**src/rtl/id_stage.sv**
```systemverilog
// Decode stage: IF/ID register, MIPS-subset decode, 32x32 regfile with write-back bypass; decode is combinational off IF/ID.
// Backpressure: Stall or LoadUse holds IF/ID (LoadUse also bubbles controls toward EX); Flush overrides both.
module id_stage #(
    parameter logic [31:0] RESET_PC = 32'h0000_3000,
    parameter bit          BYPASS   = 1'b1
) (
    input  logic        CLK,
    input  logic        Reset,
    input  logic [31:0] Inst_in,
    input  logic [31:0] PC_in,
    input  logic        Stall,
    input  logic        Flush,
    input  logic        RegWr_wb,
    input  logic [4:0]  Rw_wb,
    input  logic [31:0] busW_wb,
    input  logic        ex_MemtoReg,
    input  logic [4:0]  ex_Rw,
    output logic        Valid,
    output logic [31:0] PC,
    output logic [4:0]  Rs,
    output logic [4:0]  Rt,
    output logic [4:0]  Rd,
    output logic [15:0] imm16,
    output logic [25:0] target,
    output logic [31:0] busA,
    output logic [31:0] busB,
    output logic        Jump,
    output logic        Branch,
    output logic        ExtOp,
    output logic        RegWr,
    output logic        RegDst,
    output logic        ALUSrc,
    output logic        MemWr,
    output logic        MemtoReg,
    output logic [2:0]  ALUctr,
    output logic        LoadUse,
    output logic        Illegal
);

    localparam logic [5:0] OP_RTYPE = 6'b000000;
    localparam logic [5:0] OP_ORI   = 6'b001101;
    localparam logic [5:0] OP_ADDIU = 6'b001001;
    localparam logic [5:0] OP_LW    = 6'b100011;
    localparam logic [5:0] OP_SW    = 6'b101011;
    localparam logic [5:0] OP_BEQ   = 6'b000100;
    localparam logic [5:0] OP_J     = 6'b000010;
    localparam logic [5:0] FN_ADDU  = 6'b100001;
    localparam logic [5:0] FN_SUBU  = 6'b100011;
    localparam logic [5:0] FN_SLT   = 6'b101010;

    typedef struct packed {
        logic       jump;
        logic       branch;
        logic       ext_op;
        logic       reg_wr;
        logic       reg_dst;
        logic       alu_src;
        logic       mem_wr;
        logic       memto_reg;
        logic [2:0] alu_ctr;
    } ctrl_t;

    logic [31:0] inst_q, inst_d;
    logic [31:0] pc_q, pc_d;
    logic        valid_q, valid_d;
    logic [31:0] rf_q [32];

    logic [5:0]  op, funct;
    ctrl_t       dec_ctrl, out_ctrl;
    logic        dec_legal, live, rt_src, load_use;

    assign op     = inst_q[31:26];
    assign funct  = inst_q[5:0];
    assign Rs     = inst_q[25:21];
    assign Rt     = inst_q[20:16];
    assign Rd     = inst_q[15:11];
    assign imm16  = inst_q[15:0];
    assign target = inst_q[25:0];
    assign Valid  = valid_q;
    assign PC     = pc_q;

    always_comb begin
        dec_ctrl  = '0;
        dec_legal = 1'b1;
        case (op)
            OP_RTYPE: begin
                dec_ctrl.reg_wr  = 1'b1;
                dec_ctrl.reg_dst = 1'b1;
                case (funct)
                    FN_ADDU: dec_ctrl.alu_ctr = 3'b000;
                    FN_SUBU: dec_ctrl.alu_ctr = 3'b001;
                    FN_SLT:  dec_ctrl.alu_ctr = 3'b010;
                    default: begin
                        dec_ctrl  = '0;
                        dec_legal = 1'b0;
                    end
                endcase
            end
            OP_ORI: begin
                dec_ctrl.reg_wr  = 1'b1;
                dec_ctrl.alu_src = 1'b1;
                dec_ctrl.alu_ctr = 3'b011;
            end
            OP_ADDIU: begin
                dec_ctrl.reg_wr  = 1'b1;
                dec_ctrl.alu_src = 1'b1;
                dec_ctrl.ext_op  = 1'b1;
            end
            OP_LW: begin
                dec_ctrl.reg_wr    = 1'b1;
                dec_ctrl.alu_src   = 1'b1;
                dec_ctrl.memto_reg = 1'b1;
                dec_ctrl.ext_op    = 1'b1;
            end
            OP_SW: begin
                dec_ctrl.alu_src = 1'b1;
                dec_ctrl.mem_wr  = 1'b1;
                dec_ctrl.ext_op  = 1'b1;
            end
            OP_BEQ: begin
                dec_ctrl.branch  = 1'b1;
                dec_ctrl.alu_ctr = 3'b001;
                dec_ctrl.ext_op  = 1'b1;
            end
            OP_J:    dec_ctrl.jump = 1'b1;
            default: dec_legal = 1'b0;
        endcase
    end

    // An all-zero word is the flush bubble, not an illegal instruction.
    assign live     = valid_q && (inst_q != 32'h0);
    assign rt_src   = (op == OP_RTYPE) || (op == OP_SW) || (op == OP_BEQ);
    assign load_use = valid_q && ex_MemtoReg && (ex_Rw != 5'd0) &&
                      ((ex_Rw == Rs) || ((ex_Rw == Rt) && rt_src));
    assign LoadUse  = load_use;
    assign Illegal  = live && !dec_legal;
    assign out_ctrl = (live && dec_legal && !load_use) ? dec_ctrl : '0;

    assign Jump     = out_ctrl.jump;
    assign Branch   = out_ctrl.branch;
    assign ExtOp    = out_ctrl.ext_op;
    assign RegWr    = out_ctrl.reg_wr;
    assign RegDst   = out_ctrl.reg_dst;
    assign ALUSrc   = out_ctrl.alu_src;
    assign MemWr    = out_ctrl.mem_wr;
    assign MemtoReg = out_ctrl.memto_reg;
    assign ALUctr   = out_ctrl.alu_ctr;

    always_comb begin
        busA = rf_q[Rs];
        busB = rf_q[Rt];
        if (BYPASS && RegWr_wb && (Rw_wb != 5'd0)) begin
            if (Rw_wb == Rs) busA = busW_wb;
            if (Rw_wb == Rt) busB = busW_wb;
        end
        if (Rs == 5'd0) busA = '0;
        if (Rt == 5'd0) busB = '0;
    end

    always_comb begin
        inst_d  = Inst_in;
        pc_d    = PC_in;
        valid_d = 1'b1;
        if (Flush) begin
            inst_d  = '0;
            pc_d    = RESET_PC;
            valid_d = 1'b0;
        end else if (Stall || load_use) begin
            inst_d  = inst_q;
            pc_d    = pc_q;
            valid_d = valid_q;
        end
    end

    always_ff @(posedge CLK or posedge Reset) begin
        if (Reset) begin
            inst_q  <= '0;
            pc_q    <= RESET_PC;
            valid_q <= 1'b0;
        end else begin
            inst_q  <= inst_d;
            pc_q    <= pc_d;
            valid_q <= valid_d;
        end
    end

    always_ff @(posedge CLK or posedge Reset) begin
        if (Reset) begin
            for (int i = 0; i < 32; i++) rf_q[i] <= '0;
        end else if (RegWr_wb && (Rw_wb != 5'd0)) begin
            rf_q[Rw_wb] <= busW_wb;
        end
    end

endmodule
```
**config.mk**
```make
export PLATFORM = sky130hd
export DESIGN_NAME = id_stage
export DESIGN_NICKNAME = d
export VERILOG_FILES = /design/src/rtl/id_stage.sv
export SDC_FILE = /design/constraint.sdc
export NUM_CORES = 2
export LEC_CHECK = 0
export ABC_AREA = 1
export BUFFER_PORTS_ARGS = -buffer_cell sky130_fd_sc_hd__buf_2
export CORE_MARGIN = 4
export CORE_UTILIZATION = 54
export DETAILED_ROUTE_END_ITERATION = 10
export GPL_ROUTABILITY_DRIVEN = 0
export MAX_ROUTING_LAYER = met4
export PLACE_DENSITY = 0.71
export SLEW_MARGIN = 20
export SYNTH_ARGS = -nofsm -noshare
export SYNTH_HDL_FRONTEND = slang
export SYNTH_SLANG_ARGS = --single-unit
```
**constraint.sdc**
```tcl
create_clock -name CLK -period 38.1 [get_ports CLK]
set_clock_uncertainty 0.2 [all_clocks]
set_input_delay 3.81 -clock CLK [delete_from_list [all_inputs] [get_ports CLK]]
set_output_delay 3.81 -clock CLK [all_outputs]
set_load 0.05 [all_outputs]
```
---- Word-level counts from Yosys, hierarchy flattened ----
Cells that the tools add are included.
cells by class
  magnitude comparators ................... 4
  eq/ne operators ......................... 14
  muxes and demuxes ....................... 35
  bitwise logic cells ..................... 3
  reduce and logical (&&, ||, !) cells .... 27
operators by type and width
  operator                                                     count
  bitwise mux 1024 bit                                         1
  2-to-1 mux 32 bit                                            15
  binary-select mux 32 bit (select 5 bit)                      2
  demux 32 bit (select 5 bit)                                  1
  nonzero test 32 bit                                          1
  equality test 6 bit (second input constant)                  5
  equality test 5 bit                                          4
  >= comparator 6 bit (second input constant)                  3
  NOT 5 -> 6 bit                                               3
  case mux 1 bit (2 select lines)                              8
  equality test 6 x 4 -> 1 bit (second input constant)         2
  2-to-1 mux 11 bit                                            1
  logical AND 1 bit                                            10
  logical NOT 5 bit                                            2
  nonzero test 5 bit                                           2
  case mux 3 bit (3 select lines)                              1
  OR reduction 4 bit                                           2
  equality test 6 x 2 -> 1 bit (second input constant)         1
  equality test 6 x 3 -> 1 bit (second input constant)         1
  logical NOT 6 bit                                            1
  less-than comparator 6 x 1 -> 1 bit (second input constant)  1
  OR reduction 3 bit                                           2
  OR reduction 6 bit                                           1
  2-to-1 mux 5 bit                                             1
  5 further kinds                                              12
word-level totals
  register bits after elaboration ......... 1089
  input bits .............................. 112
  output and inout bits ................... 167
  logic and storage cells ................. 118

---- Longest topological paths before layout ----
  word-level depth ........................ 9
  depth in mapped cells ................... 14
  gate-level depth less buffers ........... 12

---- Least setup slack after synthesis ----
No wires, ideal clock.
  path type ............................... in2out
  start point ............................. in Rw_wb[3]
  end point ............................... out busB[23]
  arrival time ............................ 5.746 ns
  required time ........................... 34.090 ns
  slack ................................... 28.344 ns
  cell stages on the path ................. 9
  buffers on the path ..................... 2
  path through ............................ buf_2 > nor3_1 > nand2_1 > nand2_1 > inv_2 > nand2_1 > clkbuf_1 > o21ai_0 > a21oi_1
between the ends
  longest elaborated chain between the ends .. 4
  elaborated cells on any way between the ends .. 6
  those cells by class .................... eq/ne (1); mux (3); reduce/logical (2)
ends and longest elaborated chain
  element                                                           RTL line  text
  from (decl)                                                       14        input logic [4:0] Rw_wb,
  equality test 5 bit / nonzero test 5 bit (equally long branches)  154, 152
  2-to-1 mux 32 bit / logical AND 1 bit (equally long branches)     154, 152
  2-to-1 mux 32 bit *                                               152       if (BYPASS && RegWr_wb && (Rw_wb != 5'd0)) begin
  2-to-1 mux 32 bit *                                               157       if (Rt == 5'd0) busB = '0;
  to (decl)                                                         26        output logic [31:0] busB,
Mark *: on every way between the ends. The rest lies on a longest branch, timed or not.

---- Worst setup path in the final report ----
  start point ............................. in Rw_wb[3]
  end point ............................... out busA[10]
between the ends
  longest elaborated chain between the ends .. 4
  elaborated cells on any way between the ends .. 6
  those cells by class .................... eq/ne (1); mux (3); reduce/logical (2)
ends and longest elaborated chain
  element                                                           RTL line  text
  equality test 5 bit / nonzero test 5 bit (equally long branches)  153, 152
  2-to-1 mux 32 bit / logical AND 1 bit (equally long branches)     153, 152
  2-to-1 mux 32 bit *                                               152
  2-to-1 mux 32 bit *                                               156       if (Rs == 5'd0) busA = '0;
  to (decl)                                                         25        output logic [31:0] busA,
Marks and branches as above.

==> key figures <==
Status
  • Status: complete, no violations

STA
  • Final Cycle Share: 27.8%
  • Fin crit period: 10.60 ns
  • Final setup fails: 0
  • RSZ-0062 raised after global routing: false
  • Hold Vio Cnt, Final: 0
  • Slew Limit Headroom: 17.2%
  • Final Slew Violations: 0
  • Final Worst Setup Slack: 27.50 ns
  • Worst slew pin tran: 1.24 ns
  • Highest clock rate: 94.3 MHz
  • Setup TNS: 0 ns

Synth
  • Synthesis Warnings: 0
  • Mux contribution to synthesized area: 0%
  • Top cell type's share of synthesized area: 44.0%
  • Ranking of synthesized cells by area: dfrtp_1, nand2_1, o21ai_0, nand3_1, o211ai_1
  • Yosys top cell by area: dfrtp_1
  • Mapped Area: 0.0619 mm²
  • Post-Synth Simple-Gate Area: 28.3%
  • Mapped Cells: 8819
  • FF+latch count, synth: 1089
  • Post-Synth Adder-Cell Area: 0%
  • Seq/Total Area, Yosys: 44.1%
  • Main combinational cell family by area after synthesis: simple AND/OR/NAND/NOR gates
  • Synth Area in XOR/XNOR: 0.184%
  • Compound-gate portion of the synthesized area: 17.3%
  • Main flop type after synthesis: dfrtp_1
  • Post-synthesis area per instance: 7.01 µm²
  • Async S/R FF share, synth: 100%
  • Post-Syn Nets: 8931
  • EDFF count, synth: 0
  • Count of different cell masters after synthesis: 28

Run
  • Max-Cap Viols: 0

Finish
  • Register area: 0.0273 mm²
  • Nets@finish: 8593
  • Fill cells: 10.5k
  • Share of cells above drive strength 1: 7.25%
  • Area growth from synthesis to layout: 7.70%
  • Area of the multi-input gates: 0.0286 mm²
  • Most frequent cells in the layout: nand2_1, o21ai_0, dfrtp_1
  • Commonest non-fill, non-tap cell in the layout: nand2_1
  • Design Area, Final: 0.0666 mm²

Global route
  • Antenna violations before repair: 16
  • GRT overflow: 0
  • Largest net degree at the start of global routing: 208
  • Vias in the first global route: 56.9k
  • Total GRT Usage: 37.9%
  • Global-route wire length before repair: 345000 µm

Clock tree
  • Post-CTS Hold Buffers: 0
  • Num CTS Buffers: 119
  • Post-CTS sizing: 0
  • Post-CTS Setup Inserts: 0
  • Clk_lat worst skew: 0.71 ns
  • CTS Root Cell: clkbuf_16
  • H-tree levels: 3
  • Num Clock Sinks: 1089
  • CTS tree: done
  • CTS max path bufs: 3
  • Reg clk slew, reported paths: 0.06 ns

Drt
  • Starting DRT DRC Count: 8604
  • Vias per cell: 6.13
  • Detail Route Antenna Nets: 0
  • Drt total wl: 227000 µm
  • First-pass DRT Iterations: 8
  • Vias post-DR: 61.8k
  • DRC violations left: 0
  • WL/cell: 22.5 µm

Die
  • Ports: 279
  • Die Area: 0.120 mm²
  • Die Ht: 346 µm
  • Row Count: 123
  • Chip Width: 346 µm
  • Initial Util: 54.7%
  • Core area: 0.113 mm²

Worst hold path
  • Hold Startpoint: rf_q[1017]
  • Hold EP: rf_q[1017]
  • Hold path cells: 0
  • HP Class: register to register

Setup path
  • Worst path top cell family by delay: buffers and inverters
  • R2R cell count: 16
  • Crit path DAT: 6.59 ns
  • R2R Setup Slk: 33.60 ns
  • Crit path required time: 34.09 ns
  • Crit. End Element: output port
  • Startpoint types: primary input
  • Buf+Inv Stages, Crit Path: 5
  • FF-to-FF End: PC[13]
  • CP peak stage delay: 0.77 ns
  • Slowest cell on crit path: nor3_1
  • CP Max Fanout: 42
  • Crit Reg-Reg Startpoint: inst_q[20]
  • Crit path kind: primary input to output port
  • CP Cell Sequence: buf_2, nor3_1, nand2_1, nand2_1, inv_2, nand2_2, buf_4, inv_2, nor2_1, nor2_1, buf_2

Power
  • Max VDD drop: 0.0429 mV
  • PnR Total Power: 3460 µW
  • P per Cell Area: 52.0 mW/mm²
  • LEAKAGE: 0.0310 µW

Place
  • HPWL after detailed placement: 122000 µm
  • DP Area: 0.0626 mm²
  • Post-Place Setup Slack: 27.58 ns
  • Port Buffer Count: 277
-- where the power goes --
| group | switching (µW) | internal (µW) | total (µW) |
|---|---|---|---|
| registers | 131 | 1370 | 1500 |
| clock network | 490 | 690 | 1180 |
| logic | 537 | 248 | 785 |
-- final cells by class --
type	instances	area share, %
Antenna cell	16	0.0601
Clock buffer	188	5.40
Clock inverter	29	0.526
Inverter	739	4.23
Multi-Input combinational cell	6168	42.9
Sequential cell	1089	40.9
Tap cell	1500	2.82
Timing Repair Buffer	364	3.16
-- worst max-delay path by stage --
| stage | from | end | slack (ns) | depth (start not counted) |
|---|---|---|---|---|
| after floorplan | Reset | PC[0] | 3.43 | 1 |
| after global placement | Rw_wb[3] | busA[11] | 27.60 | 11 |
| after detailed placement | Rw_wb[2] | busA[10] | 27.58 | 11 |
| after CTS | Rw_wb[2] | busA[8] | 27.58 | 11 |
| after global routing | Rw_wb[3] | busA[8] | 27.36 | 11 |
| final | Rw_wb[3] | busA[10] | 27.50 | 11 |
-- stage by stage --
stage | std cells | util (%) | hold WS [ns]
after floorplan | 8819 | - | 0.240
after global placement | 9860 | 55.4 | 0.175
after detailed placement | 9860 | 55.4 | 0.183
after CTS | 10100 | 58.9 | 0.195
after global routing | 10100 | 58.9 | 0.206
final | 10100 | 58.9 | 0.191
-- flip-flops by register name (all words and copies together) (netlist names) --
name	count
Valid	1
inst_q	32
rf_q	1024
PC	32
-- cells by family after synthesis --
group / count (synthesis)
other: 1
AO/OA/AOI/OAI: 1901
AND/OR/NAND/NOR: 4253
XOR/XNOR: 13
buffers and inverters: 1562
flip-flops: 1089
-- cell usage after synthesis, types with 2 or more instances --
| cell type | number |
|---|---|
| nand2_1 | 2649 |
| o21ai_0 | 1120 |
| dfrtp_1 | 1087 |
| nand3_1 | 1038 |
| inv_1 | 719 |
| clkbuf_1 | 552 |
| o211ai_1 | 474 |
| nor2_1 | 472 |
| a21oi_1 | 233 |
| buf_2 | 150 |
| o21ai_1 | 73 |
| nand4_1 | 68 |
| buf_1 | 63 |
| buf_4 | 58 |
| inv_2 | 14 |
| nor3_1 | 11 |
| xnor2_1 | 7 |
| clkinv_1 | 6 |
| xor2_1 | 6 |
| nor2_2 | 4 |
| nor3_2 | 4 |
| or2_2 | 3 |
| dfstp_2 | 2 |
| nand3b_1 | 2 |
-- per-layer routing --
layer,global-route usage [%],up-vias,part of all wire [%]
li1,-,28100,-
met1,48.4,29000,38
met2,55.8,3781,44
met3,7.89,895,11
met4,22.5,0,6.7
met5,-,-,0
Note: power is estimated with default switching activity, not from simulation.
